`config.mk`:
```
export PLATFORM = sky130hd
export DESIGN_NAME = nibble_seq_comparator
export DESIGN_NICKNAME = d
export VERILOG_FILES = /design/src/rtl/nibble_seq_comparator.sv
export SDC_FILE = /design/constraint.sdc
export NUM_CORES = 1
export LEC_CHECK = 0
export ABC_AREA = 1
export CORE_ASPECT_RATIO = 1.2
export CORE_MARGIN = 2
export CORE_UTILIZATION = 50
export DETAILED_ROUTE_END_ITERATION = 12
export PLACE_DENSITY_LB_ADDON = 0.2
export SLEW_MARGIN = 0
export SYNTH_ARGS = -nofsm -noshare
export SYNTH_HDL_FRONTEND = slang
export SYNTH_SLANG_ARGS = --single-unit
```
`constraint.sdc`:
```
create_clock -name clk -period 2.25 [get_ports clk]
set_input_delay 0.45 -clock clk [delete_from_list [all_inputs] [get_ports clk]]
set_output_delay 0.45 -clock clk [all_outputs]
set_load 0.01 [all_outputs]
```
`src/rtl/nibble_seq_comparator.sv`:
```
// Wide unsigned magnitude compare using one time-shared 4-bit cascadable slice, one nibble per clock.
// Optional macro NIBBLE_SEQ_CMP_EARLY_EXIT_EN: MSB-first scan that stops at the first unequal nibble.
module nibble_seq_comparator #(
  parameter int WIDTH = 16
) (
  input  logic             clk,
  input  logic             rst_n,
  input  logic             req_valid,
  output logic             req_ready,
  input  logic [WIDTH-1:0] a,
  input  logic [WIDTH-1:0] b,
  output logic             res_valid,
  input  logic             res_ready,
  output logic             res_gt,
  output logic             res_eq,
  output logic             res_lt,
  output logic             busy
);

  localparam int NIB = WIDTH / 4;
  localparam int IW  = (NIB > 1) ? $clog2(NIB) : 1;

  typedef enum logic [1:0] {IDLE, RUN, DONE} state_t;

  state_t           state, state_nxt;
  logic [WIDTH-1:0] op_a, op_b;
  logic             cg, ce, cl;
  logic [IW-1:0]    idx;
  logic [3:0]       an, bn;
  logic             nib_eq, gt_n, eq_n, lt_n, last;

  assign an     = op_a[idx*4 +: 4];
  assign bn     = op_b[idx*4 +: 4];
  assign nib_eq = (an == bn);

  // Same slice in both modes: MSB-first keeps ce=1 until the first unequal nibble, where it exits.
  assign gt_n = (an > bn) | (nib_eq & ~ce & cg);
  assign eq_n = nib_eq & ce;
  assign lt_n = (an < bn) | (nib_eq & ~ce & cl);

`ifdef NIBBLE_SEQ_CMP_EARLY_EXIT_EN
  localparam logic [IW-1:0] IDX_START = IW'(NIB - 1);
  assign last = ~nib_eq | (idx == '0);
`else
  localparam logic [IW-1:0] IDX_START = '0;
  assign last = (idx == IW'(NIB - 1));
`endif

  always_ff @(posedge clk or negedge rst_n) begin
    if (!rst_n) state <= IDLE;
    else        state <= state_nxt;
  end

  always_comb begin
    state_nxt = state;
    case (state)
      IDLE:    if (req_valid) state_nxt = RUN;
      RUN:     if (last)      state_nxt = DONE;
      DONE:    if (res_ready) state_nxt = IDLE;
      default: state_nxt = IDLE;
    endcase
  end

  assign req_ready = (state == IDLE);
  assign res_valid = (state == DONE);
  assign busy      = (state != IDLE);

  always_ff @(posedge clk or negedge rst_n) begin
    if (!rst_n) begin
      op_a   <= '0;
      op_b   <= '0;
      cg     <= 1'b0;
      ce     <= 1'b1;
      cl     <= 1'b0;
      idx    <= '0;
      res_gt <= 1'b0;
      res_eq <= 1'b0;
      res_lt <= 1'b0;
    end else begin
      case (state)
        IDLE: begin
          if (req_valid) begin
            op_a <= a;
            op_b <= b;
            cg   <= 1'b0;
            ce   <= 1'b1;
            cl   <= 1'b0;
            idx  <= IDX_START;
          end
        end
        RUN: begin
          cg <= gt_n;
          ce <= eq_n;
          cl <= lt_n;
          if (last) begin
            res_gt <= gt_n;
            res_eq <= eq_n;
            res_lt <= lt_n;
          end else begin
`ifdef NIBBLE_SEQ_CMP_EARLY_EXIT_EN
            idx <= idx - IW'(1);
`else
            idx <= idx + IW'(1);
`endif
          end
        end
        default: ;
      endcase
    end
  end

endmodule

```
==> results.py, run 1 <==
metrics = {
    "status": {
        "outcome": "completed",
    },
    "cells_and_area": {
        "drive_above_1_share": 0.0719,
        "fin_cells": 346,
        "nNetsFinal": 332,
        "area_delta_synth_final_pct": 27.6,
        "stdcell_area_um2": 2540,
        "n_antenna_cell": 0,
        "final_cell_mix": "nand2_1, dfrtp_1, clkdlybuf4s50_1",
        "final_common_cell": "nand2_1",
    },
    "die": {
        "top_level_ports": 42,
        "rows": 25,
        "core_area_um2": 3880,
        "initial_core_util": 0.513,
        "die_x_um": 61.6,
        "dieArea_um2": 4500,
        "fp.dieH_um": 73.1,
    },
    "detailed_routing": {
        "dr.pass1.iters": 4,
        "first_iter_violations": 136,
        "vias_per_cell": 4.86,
        "drc": 0,
        "num_vias": 1681,
        "drtAntennaViolNets": 0,
        "finalWirelength_um": 3960,
        "wire_per_inst_um": 11.4,
    },
    "global_routing": {
        "globalRouteOverflowTotal": 0,
        "grtUsageTotal": 0.205,
        "antenna_found_initial": 0,
        "grt_max_degree": 43,
        "grt_pass1_wl_um": 6840,
        "grt_pass1_vias": 1572,
    },
    "power_and_ir_drop": {
        "peakVddDrop_v": 0.000549,
        "seq_power_share": 0.392,
        "powerDensity_nw_per_um2": 1360,
        "clockPowerShare": 0.141,
        "p_sw_mw": 1.43,
        "intPower_mw": 2.03,
        "sw_frac_of_total": 0.414,
        "leakage_nw": 1.29,
        "comb_power_share": 0.466,
    },
    "placement": {
        "dp.cells": 338,
        "port_buffers": 41,
        "gp_congestion": 0.899,
        "dpl.hpwl_um": 2910,
        "placed_area_um2": 2440,
        "pre_cts_ws_ns": 0.218,
    },
    "timing": {
        "setup_viol": 0,
        "rsz0062_at_grt": "no",
        "tightest_slew_ns": 0.353,
        "hold_violations": 0,
        "finClkSkew_ns": 0.00419,
        "fin_crit_ns": 2.01,
        "tns_ns": 0,
        "drv_slew": 0,
        "post-route-period-util": 0.892,
        "relSlewSlack": 0.765,
        "fin_ws_ns": 0.243,
        "max_freq_mhz": 498,
    },
    "yosys": {
        "seq_area_frac_synth": 0.529,
        "synth_cell_types": 19,
        "synthCells": 249,
        "muxShareOfSynthArea": 0,
        "synthSimpleGateAreaFrac": 0.305,
        "syn_area_um2": 1990,
        "synth_fa_ha_area_frac": 0.0315,
        "synth-compound-area-share": 0.0793,
        "syn_nets": 290,
        "ys_ff_latch": 42,
        "syn_area_per_cell_um2": 7.98,
        "synth-xor-area-share": 0,
        "synth_top_family_by_area": "simple AND/OR/NAND/NOR gates",
        "yosys_warnings": 0,
    },
    "clock_tree": {
        "htreeDepth": 2,
        "root_buffer": "clkbuf_8",
        "clk_pin_slew_ns": 0.08,
        "cts_buffers": 5,
        "cts_buffer_depth": 2,
        "worstSkewPairLatency_ns": 0.29,
        "cts_tree": "built",
        "clock-sinks": 42,
        "hold_buffers": 0,
    },
    "setup_path": {
        "endpoint_kind": "flop",
        "arrival_ns": 2.20,
        "cp.required_ns": 2.44,
        "worstPathMaxFanout": 16,
        "cp-start-kind": "flop",
        "path_class": "flop to flop",
    },
    "min_path": {
        "min_path_type": "input port to asynchronous set/reset pin",
    },
    "flow_run": {
        "maxCapViolations": 0,
    },
}
-- through the flow --
stage                     utilization  power [mW]  hold slack, ns
final                           0.654        3.46           0.104
after global routing            0.654        3.84           0.124
after CTS                       0.654        3.47           0.117
after detailed placement        0.630        2.97           0.435
after global placement          0.630        2.90           0.438
after floorplan                     -        2.50           0.154
-- Yosys cell counts (all sizes together) --
library cell,n,area [um2]
a21oi,5,25.0
nand3,4,20.0
o31ai,1,7.51
inv,13,48.8
ha,5,62.6
nand2,135,519
nor2,14,67.6
a32o,4,40.0
buf,10,60.1
o22ai,4,25.0
dfstp,1,26.3
dfrtp,41,1030
o21ai,12,60.1
-- area by class of cell --
class	instances	area [um2]
Multi-Input combinational cell	184	830
Fill cell	359	1340
Tap cell	54	67.6
Sequential cell	42	1050
Clock inverter	1	5.00
Clock buffer	7	86.3
Inverter	13	48.8
Timing Repair Buffer	45	448
-- logic make-up (layout without fill, tap and decap cells) --
kind of cell,count (synthesis),in the layout
AND/OR/NAND/NOR,153,153
flip-flops,42,42
AO/OA/AOI/OAI,26,26
buffers and inverters,23,66
adder cells (fa/ha/maj),5,5
-- routing by layer --
layer	wire, um	vias to the layer above	global-route usage	part of all wire
met3	177	7	0.0585	0.045
met4	70	0	0.0757	0.018
met5	0	-	0	0
li1	-	865	-	-
met1	1730	778	0.263	0.44
met2	1980	31	0.326	0.50
-- registers in the layout, summed over array words and instances, names as in the netlist --
name    cells
res_lt      1
op_b       16
idx         2
op_a       16
ce          1
state       2
res_eq      1
res_gt      1
cl          1
cg          1
-- final timing paths --
| path | from | endpoint | slack (ns) | cells after the start |
|---|---|---|---|---|
| worst max-delay path | idx[0]$_DFFE_PN0P_ | cg$_DFFE_PN0P_ | 0.24 | 11 |
| worst min-delay path | rst_n | res_lt$_DFFE_PN0P_ | 0.10 | 2 |
| worst min register to register | op_b[9]$_DFFE_PN0P_ | op_b[9]$_DFFE_PN0P_ | 0.48 | 2 |
| worst max register to register | idx[0]$_DFFE_PN0P_ | cg$_DFFE_PN0P_ | 0.24 | 11 |
| min in group clk | op_b[9]$_DFFE_PN0P_ | op_b[9]$_DFFE_PN0P_ | 0.48 | 2 |
| max in group asynchronous | rst_n | ce$_DFFE_PN1P_ | 1.89 | 2 |
-- worst max-delay path, stage by stage (launching register included) --
cell and delay [ns]:
dfrtp_1 0.49, inv_2 0.25, nand2_1 0.08, a32o_1 0.23
ha_1 0.29, nand2_1 0.08, nor2_2 0.19, inv_1 0.06
nand2_1 0.06, nand2_1 0.06, nand2_1 0.06, nand2_1 0.05
-- power groups by stage --
stage	clock network, mW	registers, mW	logic (mW)
3_5_place_dp	0	1.36	1.62
3_3_place_gp	0	1.37	1.53
4_1_cts	0.501	1.35	1.62
6_report	0.490	1.36	1.61
5_1_grt	0.538	1.39	1.91
2_1_floorplan	0	1.28	1.22
-- repair_timing --
action | CTS | global route
buffers inserted | 0 | 0
gates resized for setup | 0 | 1
endpoints found under the setup margin | 0 | 4
Power figures use the tool's default switching activity.
==> inputs of run 2 (changes only) <==
- CORE_UTILIZATION: 50 -> 54
- clock period: 2.25 -> 2.4 ns (I/O delays scaled with it)
==> results.py, run 2 (synthesis gave the netlist of run 1 again) <==
metrics = {
    "clock_tree": {
        "cts_resized": 0,
        "clock-sinks": 42,
        "post_cts_buffers": 0,
        "clk_pin_slew_ns": 0.08,
        "cts_buffer_depth": 2,
        "cts_tree": "built",
        "htreeDepth": 2,
        "worstSkewPairLatency_ns": 0.29,
        "cts_buffers": 5,
        "root_buffer": "clkbuf_8",
        "hold_buffers": 0,
    },
    "setup_path": {
        "cp_num_buf_inv": 2,
        "cp-start-kind": "flop",
        "startpoint": "idx[0]$_DFFE_PN0P_",
        "worstReg2RegStart": "idx[0]$_DFFE_PN0P_",
        "crit_slowest_cell": "dfrtp_1",
        "crit_chain": "inv_2, nand2_1, a32o_1, ha_1, nand2_1, nor2_1, inv_1, nand2_1, nand2_1, nand2_1, nand2_1",
        "cp.required_ns": 2.59,
        "crit_top_cell": "nand2_1",
        "worstPathMaxFanout": 16,
        "path_class": "flop to flop",
        "crit_family": "simple AND/OR/NAND/NOR gates",
        "arrival_ns": 2.31,
        "cp_slowest_stage_delay_ns": 0.55,
        "endpoint_kind": "flop",
    },
    "power_and_ir_drop": {
        "intPower_mw": 1.91,
        "leakage_nw": 1.28,
        "powerDensity_nw_per_um2": 1290,
        "p_sw_mw": 1.32,
        "clockPowerShare": 0.142,
        "peakVddDrop_v": 0.000743,
        "total_power_mw": 3.23,
        "comb_power_share": 0.460,
        "seq_power_share": 0.398,
        "sw_frac_of_total": 0.409,
    },
    "global_routing": {
        "grt_pass1_wl_um": 7310,
        "grt_max_degree": 43,
        "globalRouteOverflowTotal": 0,
        "grtUsageMet2": 0.392,
        "grtUsageTotal": 0.232,
        "use_met1": 0.288,
        "grt_util_met3": 0.0556,
        "grt_pass1_vias": 1691,
        "top_usage_layer": "met2",
        "antenna_found_initial": 0,
    },
    "detailed_routing": {
        "drc": 0,
        "finalWirelength_um": 3970,
        "num_vias": 1634,
        "first_iter_violations": 57,
        "vias_per_cell": 4.95,
        "dr.pass1.iters": 4,
        "wire_per_inst_um": 12.0,
        "drtAntennaViolNets": 0,
    },
    "die": {
        "fp.dieH_um": 70.5,
        "core_area_um2": 3570,
        "initial_core_util": 0.556,
        "dieArea_um2": 4190,
        "top_level_ports": 42,
        "rows": 24,
        "die_x_um": 59.4,
    },
    "cells_and_area": {
        "stdcell_area_um2": 2510,
        "final_cell_mix": "nand2_1, dfrtp_1, clkdlybuf4s50_1",
        "nNetsFinal": 331,
        "final_common_cell": "nand2_1",
        "area_delta_synth_final_pct": 26.2,
        "multi_input_area_um2": 827,
        "drive_above_1_share": 0.0653,
        "n_antenna_cell": 0,
        "top_regs": "op_a (16), op_b (16)",
        "fin_cells": 330,
        "fill_cells": 319,
        "final_util": 0.702,
        "seq_area_um2": 1050,
    },
    "timing": {
        "max_freq_mhz": 470,
        "setup_viol": 0,
        "rsz0062_at_grt": "no",
        "whs_ns": 0.317,
        "tns_ns": 0,
        "hold_violations": 0,
        "fin_ws_ns": 0.273,
        "post-route-period-util": 0.886,
        "drv_slew": 0,
        "tightest_slew_ns": 0.898,
        "finClkSkew_ns": 0.00516,
        "relSlewSlack": 0.401,
        "fin_crit_ns": 2.13,
    },
    "placement": {
        "placed_area_um2": 2420,
        "gp_congestion": 0.844,
        "dpl.hpwl_um": 2870,
        "pre_cts_ws_ns": 0.339,
        "dp.cells": 322,
        "port_buffers": 41,
    },
    "min_path": {
        "min_path_type": "input port to asynchronous set/reset pin",
    },
    "flow_run": {
        "maxCapViolations": 0,
    },
    "status": {
        "outcome": "completed",
    },
}
-- run 2: final timing paths --
kind                       slack (ns)  cells after the start                    to
setup / recovery                 0.27                     11    res_gt$_DFFE_PN0P_
hold / removal                   0.32                      1  op_a[15]$_DFFE_PN0P_
setup reg to reg                 0.27                     11    res_gt$_DFFE_PN0P_
hold reg to reg                  0.48                      2   op_a[0]$_DFFE_PN0P_
max in group asynchronous        1.52                      1        cl$_DFFE_PN0P_
min in group clk                 0.48                      2   op_a[0]$_DFFE_PN0P_
-- run 2: final cells by class --
class                           instances  area share
Sequential cell                        42       0.419
Clock buffer                            7      0.0344
Inverter                               13      0.0195
Tap cell                               39      0.0195
Clock inverter                          1     0.00200
Multi-Input combinational cell        184       0.330
Timing Repair Buffer                   44       0.176
-- run 2: metal layers --
layer | vias up | share of wire
li1 | 858 | -
met1 | 732 | 0.44
met3 | 6 | 0.038
met5 | - | 0
met4 | 0 | 0.015
met2 | 38 | 0.51
-- run 2: power groups by stage --
stage | Clock [mW] | Sequential, mW | Combinational, mW
2_1_floorplan | 0 | 1.20 | 1.14
3_3_place_gp | 0 | 1.29 | 1.43
3_5_place_dp | 0 | 1.29 | 1.48
4_1_cts | 0.473 | 1.29 | 1.50
5_1_grt | 0.498 | 1.32 | 1.76
6_report | 0.458 | 1.28 | 1.49
